## src/rtl/pipe_ctrl_pkg.sv

```systemverilog
// Shared pipeline-hold definitions: hold levels, controller state encoding and
// the level-combining helper used by pipe_ctrl and the pipe registers.
package pipe_ctrl_pkg;

  typedef logic [2:0] hold_lvl_t;

  // Downstream registers treat any level >= HOLD_IF as a hold of that stage
  localparam hold_lvl_t HOLD_NONE = 3'b000;
  localparam hold_lvl_t HOLD_PC   = 3'b001;
  localparam hold_lvl_t HOLD_IF   = 3'b010;
  localparam hold_lvl_t HOLD_ID   = 3'b011;

  typedef enum logic [0:0] {
    ST_IDLE  = 1'b0,
    ST_FLUSH = 1'b1
  } pipe_state_t;

  function automatic hold_lvl_t hold_max(input hold_lvl_t a, input hold_lvl_t b);
    return (a > b) ? a : b;
  endfunction

endpackage

```

## src/rtl/pipe_ctrl_if.sv

```systemverilog
// Jump/stall request and hold/redirect response bundle between execute,
// the hazard sources and the pipeline controller.
interface pipe_ctrl_if;
  import pipe_ctrl_pkg::*;

  logic        jump_req_i;
  logic [31:0] jump_addr_i;
  logic        hold_ex_req_i;
  logic        hold_int_req_i;
  logic        hold_bus_req_i;
  hold_lvl_t   hold_flag_o;
  logic        jump_flag_o;
  logic [31:0] jump_addr_o;
  logic        hold_timeout_o;

  modport master (
    output jump_req_i, jump_addr_i, hold_ex_req_i, hold_int_req_i, hold_bus_req_i,
    input  hold_flag_o, jump_flag_o, jump_addr_o, hold_timeout_o
  );

  modport slave (
    input  jump_req_i, jump_addr_i, hold_ex_req_i, hold_int_req_i, hold_bus_req_i,
    output hold_flag_o, jump_flag_o, jump_addr_o, hold_timeout_o
  );

endinterface

```

## src/rtl/pipe_hold_wdog.sv

```systemverilog
// Full-pipeline hold watchdog: counts consecutive stall cycles, saturating at
// LIMIT, and raises a sticky timeout flag when the count reaches LIMIT.
module pipe_hold_wdog #(
  parameter int unsigned LIMIT = 1024
) (
  input  logic clk,
  input  logic rst_n,
  input  logic stall_i,
  output logic timeout_o
);

  localparam logic [15:0] LIMIT_W = 16'(LIMIT);

  logic [15:0] cnt_r;
  logic        timeout_r;

  // Stall-run counter with saturation; sticky flag set as the count lands on LIMIT
  always_ff @(posedge clk or negedge rst_n) begin
    if (!rst_n) begin
      cnt_r     <= 16'd0;
      timeout_r <= 1'b0;
    end else begin
      if (stall_i) begin
        if (cnt_r != LIMIT_W) begin
          cnt_r <= cnt_r + 16'd1;
        end
        if (cnt_r >= (LIMIT_W - 16'd1)) begin
          timeout_r <= 1'b1;
        end
      end else begin
        cnt_r <= 16'd0;
      end
    end
  end

  assign timeout_o = timeout_r;

endmodule

```

## src/rtl/pipe_ctrl.sv

```systemverilog
// Pipeline hold/redirect controller: jump flush FSM plus stall level merge.
// Define PIPE_CTRL_WDOG_EN to include the full-pipeline hold watchdog.
module pipe_ctrl
  import pipe_ctrl_pkg::*;
#(
  parameter int unsigned FLUSH_CYCLES = 2,
  parameter int unsigned WDOG_LIMIT   = 1024
) (
  input  logic        clk,
  input  logic        rst_n,
  pipe_ctrl_if.slave  bus
);

  localparam logic       FLUSH_MULTI  = (FLUSH_CYCLES > 32'd1);
  localparam logic [3:0] FLUSH_RELOAD = FLUSH_MULTI ? 4'(FLUSH_CYCLES - 32'd2) : 4'd0;

  if ((FLUSH_CYCLES < 32'd1) || (FLUSH_CYCLES > 32'd15)) begin : g_bad_flush
    $error("pipe_ctrl: FLUSH_CYCLES out of range 1..15");
  end
  if ((WDOG_LIMIT < 32'd2) || (WDOG_LIMIT > 32'd65535)) begin : g_bad_wdog
    $error("pipe_ctrl: WDOG_LIMIT out of range 2..65535");
  end

  pipe_state_t state_r;
  logic [3:0]  flush_cnt_r;
  hold_lvl_t   flush_lvl_s;
  hold_lvl_t   stall_lvl_s;
  logic        stall_full_s;

  // Flush sequencer: a jump (re)arms the countdown, stalls never freeze it
  always_ff @(posedge clk or negedge rst_n) begin
    if (!rst_n) begin
      state_r     <= ST_IDLE;
      flush_cnt_r <= 4'd0;
    end else if (bus.jump_req_i) begin
      if (FLUSH_MULTI) begin
        state_r     <= ST_FLUSH;
        flush_cnt_r <= FLUSH_RELOAD;
      end else begin
        state_r     <= ST_IDLE;
        flush_cnt_r <= 4'd0;
      end
    end else begin
      case (state_r)
        ST_IDLE: begin
          state_r     <= ST_IDLE;
          flush_cnt_r <= 4'd0;
        end
        ST_FLUSH: begin
          if (flush_cnt_r == 4'd0) begin
            state_r <= ST_IDLE;
          end else begin
            flush_cnt_r <= flush_cnt_r - 4'd1;
          end
        end
        default: begin
          state_r     <= ST_IDLE;
          flush_cnt_r <= 4'd0;
        end
      endcase
    end
  end

  // Flush and stall levels; a multi-cycle op or interrupt entry freezes everything
  always_comb begin
    flush_lvl_s = HOLD_NONE;
    stall_lvl_s = HOLD_NONE;
    if (bus.jump_req_i || (state_r == ST_FLUSH)) begin
      flush_lvl_s = HOLD_IF;
    end else begin
      flush_lvl_s = HOLD_NONE;
    end
    if (bus.hold_ex_req_i || bus.hold_int_req_i) begin
      stall_lvl_s = HOLD_ID;
    end else if (bus.hold_bus_req_i) begin
      stall_lvl_s = HOLD_PC;
    end else begin
      stall_lvl_s = HOLD_NONE;
    end
  end

  assign stall_full_s    = (stall_lvl_s == HOLD_ID);
  assign bus.hold_flag_o = hold_max(flush_lvl_s, stall_lvl_s);
  assign bus.jump_flag_o = bus.jump_req_i;
  assign bus.jump_addr_o = bus.jump_req_i ? bus.jump_addr_i : 32'h0000_0000;

`ifdef PIPE_CTRL_WDOG_EN
  pipe_hold_wdog #(
    .LIMIT (WDOG_LIMIT)
  ) u_wdog (
    .clk       (clk),
    .rst_n     (rst_n),
    .stall_i   (stall_full_s),
    .timeout_o (bus.hold_timeout_o)
  );
`else
  logic unused_s;
  assign unused_s           = stall_full_s;
  assign bus.hold_timeout_o = 1'b0;
`endif

endmodule

```

## src/flat_wrapper.sv

```systemverilog
// flat-port wrapper written by rule: the top's interface ports become plain ports
module pipe_ctrl_flat import pipe_ctrl_pkg::*;
#(
  parameter int unsigned FLUSH_CYCLES = 2,
  parameter int unsigned WDOG_LIMIT   = 1024
)
  (clk, rst_n, bus_jump_req_i, bus_jump_addr_i, bus_hold_ex_req_i, bus_hold_int_req_i, bus_hold_bus_req_i, bus_hold_flag_o, bus_jump_flag_o, bus_jump_addr_o, bus_hold_timeout_o);
  pipe_ctrl_if bus_i ();
  input  logic clk;
  input  logic rst_n;
  input wire logic [$bits(bus_i.jump_req_i)-1:0] bus_jump_req_i;
  input wire logic [$bits(bus_i.jump_addr_i)-1:0] bus_jump_addr_i;
  input wire logic [$bits(bus_i.hold_ex_req_i)-1:0] bus_hold_ex_req_i;
  input wire logic [$bits(bus_i.hold_int_req_i)-1:0] bus_hold_int_req_i;
  input wire logic [$bits(bus_i.hold_bus_req_i)-1:0] bus_hold_bus_req_i;
  output wire logic [$bits(bus_i.hold_flag_o)-1:0] bus_hold_flag_o;
  output wire logic [$bits(bus_i.jump_flag_o)-1:0] bus_jump_flag_o;
  output wire logic [$bits(bus_i.jump_addr_o)-1:0] bus_jump_addr_o;
  output wire logic [$bits(bus_i.hold_timeout_o)-1:0] bus_hold_timeout_o;
  assign bus_i.jump_req_i = bus_jump_req_i;
  assign bus_i.jump_addr_i = bus_jump_addr_i;
  assign bus_i.hold_ex_req_i = bus_hold_ex_req_i;
  assign bus_i.hold_int_req_i = bus_hold_int_req_i;
  assign bus_i.hold_bus_req_i = bus_hold_bus_req_i;
  assign bus_hold_flag_o = bus_i.hold_flag_o;
  assign bus_jump_flag_o = bus_i.jump_flag_o;
  assign bus_jump_addr_o = bus_i.jump_addr_o;
  assign bus_hold_timeout_o = bus_i.hold_timeout_o;
  pipe_ctrl #(.FLUSH_CYCLES(FLUSH_CYCLES), .WDOG_LIMIT(WDOG_LIMIT)) u_core (.clk(clk), .rst_n(rst_n), .bus(bus_i));
endmodule
```

## config.mk

```make
export PLATFORM = sky130hd
export DESIGN_NAME = pipe_ctrl_flat
export DESIGN_NICKNAME = d
export VERILOG_FILES = /design/src/rtl/pipe_ctrl_pkg.sv /design/src/rtl/pipe_ctrl_if.sv /design/src/rtl/pipe_hold_wdog.sv /design/src/rtl/pipe_ctrl.sv /design/src/flat_wrapper.sv
export SDC_FILE = /design/constraint.sdc
export NUM_CORES = 1
export LEC_CHECK = 0
export BUFFER_PORTS_ARGS = -buffer_cell sky130_fd_sc_hd__buf_2
export CAP_MARGIN = 20
export CORE_MARGIN = 2
export CORE_UTILIZATION = 30
export CTS_CLUSTER_SIZE = 24
export DETAILED_ROUTE_END_ITERATION = 16
export PLACE_DENSITY = 0.78
export REMOVE_ABC_BUFFERS = 1
export SLEW_MARGIN = 15
export SYNTH_ARGS = -nofsm -noshare
export SYNTH_HDL_FRONTEND = slang
export SYNTH_SLANG_ARGS = --single-unit
```

## constraint.sdc

```tcl
create_clock -name clk -period 1.9 [get_ports clk]
set_clock_uncertainty 0.1 [all_clocks]
set_input_delay 0.38 -clock clk [delete_from_list [all_inputs] [get_ports clk]]
set_output_delay 0.38 -clock clk [all_outputs]
set_load 0.01 [all_outputs]
```

==> out/qor.yml <==
status: "complete, but fails checks"
violations: "negative setup slack"
synth-main-ff-cell: "dfrtp_1"
io_pins: 75
drive_gt1_share_pct: 55.4
synth_edf_count: 0
antenna_found_initial: 0
grt_pass1_vias: 570
h-tree-depth: 1
ys_async_sr_fraction_pct: 100
fin_ws_ns: -0.0211
clock_latency_ns: 0.24
fp.dieW_um: 47.0
fillers: 183
syn-instance-count: 73
ir_drop_uv: 239
setup_violations: 1
area_growth_pct: 76.1
worstPathRequired_ns: 1.42
num_rows: 15
synth_cell_type_count: 22
dp_hpwl_mm: 1.35
dpl.cell_count: 166
finalNetCount: 190
cpMaxStageDelayCell: "dfrtp_1"
finalCritPeriodShare_pct: 101
pre_cts_ws_ns: 0.0425
crit_top_cell: "inv_1"
wl_per_cell_um: 9.04
rsz0062_at_grt: "yes"
place.gp.congestion: 0.632
start_util_pct: 32.2
slowest_delay_ns: 0.38
drt-initial-drc-count: 2
cts_root_buffer: "clkbuf_4"
worstSetupStartpointType: "flop"
synth_area_sq_um: 556
hold_viol_final: 0
post-route-util_pct: 56.7
synth_top_cell_by_area: "and2_1"
drv_slew: 0
overflow: 0
ys_seq_elements: 5
whs_ns: 0.374
viasPerCell: 4.01
dieArea_sq_mm: 0.00221
stdcell_count: 173
clkSlewWorstSetupHoldPaths_ns: 0.05
yosysMostFrequentCell: "and2_1"
avgSynthCellArea_sq_um: 7.61
powerDensity_mw_per_mm2: 384
grt_usage_pct: 13.6
n_antenna_cell: 0
path_class: "reg2out"
synth.yosys.warnings: 0
numPortBuffers: 72
period_needed_ns: 1.92
grt_max_degree: 36
die_h_um: 47.0
endpoint_kind: "output pin"
design_area_sq_um: 978
finalWirelength_mm: 1.56
crit_buf_inv: 3
p_leak_nw: 0.595
post-route-drc-count: 0
grt_pass1_wl_mm: 2.16
maxCapViolations: 0
clock.fmax_ghz: 0.521
cts_buffers: 3
ant_nets: 0
finalSetupTns_ns: -0.0211
cp.arrival_ns: 1.44
critical_path.top_delay_family: "flip-flops"
ys_seq_area_share_pct: 22.5
p_total_mw: 0.376
netlist_top_cells_area: "and2_1, dfrtp_1, ha_1"
dr.pass1.iters: 4
hp-class: "in2async"
clk_path_buf_depth: 2
cts.sink_count: 5
core_sq_mm: 0.00173
place_area_sq_um: 925
cts_tree: "done"
synth_top_area_share_pct: 36.0
cp_max_fo: 2
yosys-top-cells-count: "and2_1, nor2_1, dfrtp_1"
routed-via-count: 693
crit_chain: "nor2_2 > inv_1 > ha_1 > inv_1 > o21ai_1 > a22oi_1 > buf_2"
[where the power goes]
part / internal (mW) / total [mW] / switching, mW
Combinational: 0.0789 / 0.145 / 0.0659
Clock: 0.0794 / 0.122 / 0.0427
Sequential: 0.108 / 0.109 / 0.000753
Total: 0.266 / 0.376 / 0.109
[state kept, by name, indices dropped and copies added, names as in the netlist]
| signal | flops |
|---|---|
| u_core.flush_cnt_r | 4 |
| u_core.state_r | 1 |
[area by class of cell]
cell class / instances / area [sq um] / share of cell area [%]
clock buffer: 4 / 26.3 / 2.69
inverter: 4 / 15.0 / 1.53
multi-input combinational: 59 / 388 / 39.6
sequential: 5 / 125 / 12.8
tap: 25 / 31.3 / 3.20
timing repair buffer: 76 / 393 / 40.2
[worst register-to-register path, stage by stage (launching register included)]
cell and delay (ns):
dfrtp_1 0.40, inv_1 0.09, ha_1 0.19, or3b_4 0.42
mux2_4 0.32, nor2_2 0.08
[metal layers]
| metal | routed length, um | track usage (%) | vias to the layer above |
|---|---|---|---|
| met4 | 0 | 6.67 | 0 |
| met1 | 550 | 12.1 | 281 |
| met5 | 0 | 0 | - |
| met3 | 211 | 2.31 | 0 |
| met2 | 802 | 28.2 | 43 |
| li1 | - | - | 369 |
[repair_timing]
item	in CTS	in global routing
endpoints found under the hold margin	5	0
gates resized for setup	2	0
buffers inserted	2	0
hold buffers	1	0
pin swaps	1	0
endpoints found under the setup margin	1	1
[cell usage in the layout, fill, tap and decap left out, types with 2 or more instances in the layout]
| master | Yosys | routed |
|---|---|---|
| and2_1 | 32 | 32 |
| buf_2 | 0 | 72 |
| buf_4 | 3 | 3 |
| clkbuf_4 | 0 | 3 |
| conb_1 | 1 | 2 |
| dfrtp_1 | 5 | 5 |
| ha_1 | 3 | 3 |
| inv_1 | 4 | 4 |
| nor2_1 | 7 | 6 |
| nor2_2 | 1 | 2 |
| nor3_1 | 2 | 2 |
[final timing paths]
path	to	start	slack (ns)	cells past startpoint
max	bus_hold_flag_o[1]	u_core.state_r	-0.02	7
min	u_core.flush_cnt_r[3]	rst_n	0.37	2
max reg2reg	u_core.flush_cnt_r[1]	u_core.flush_cnt_r[0]	0.26	5
min reg2reg	u_core.flush_cnt_r[3]	u_core.flush_cnt_r[3]	0.48	2
max in group asynchronous	u_core.state_r	rst_n	1.19	2
min in group clk	u_core.flush_cnt_r[3]	u_core.flush_cnt_r[3]	0.48	2
[logic make-up (layout without fill, tap and decap cells)]
| group | after synthesis | in the layout | share of synthesized area (%) |
|---|---|---|---|
| XOR/XNOR | 1 | 1 | 1.58 |
| other | 1 | 2 | 0.675 |
| adder cells (fa/ha/maj) | 3 | 3 | 6.76 |
| AND/OR/NAND/NOR | 47 | 47 | 50.7 |
| AO/OA/AOI/OAI | 4 | 4 | 4.50 |
| multiplexers | 2 | 2 | 4.50 |
| flip-flops | 5 | 5 | 22.5 |
| buffers and inverters | 10 | 84 | 8.78 |
No activity file was read; power rests on OpenSTA's default activity.
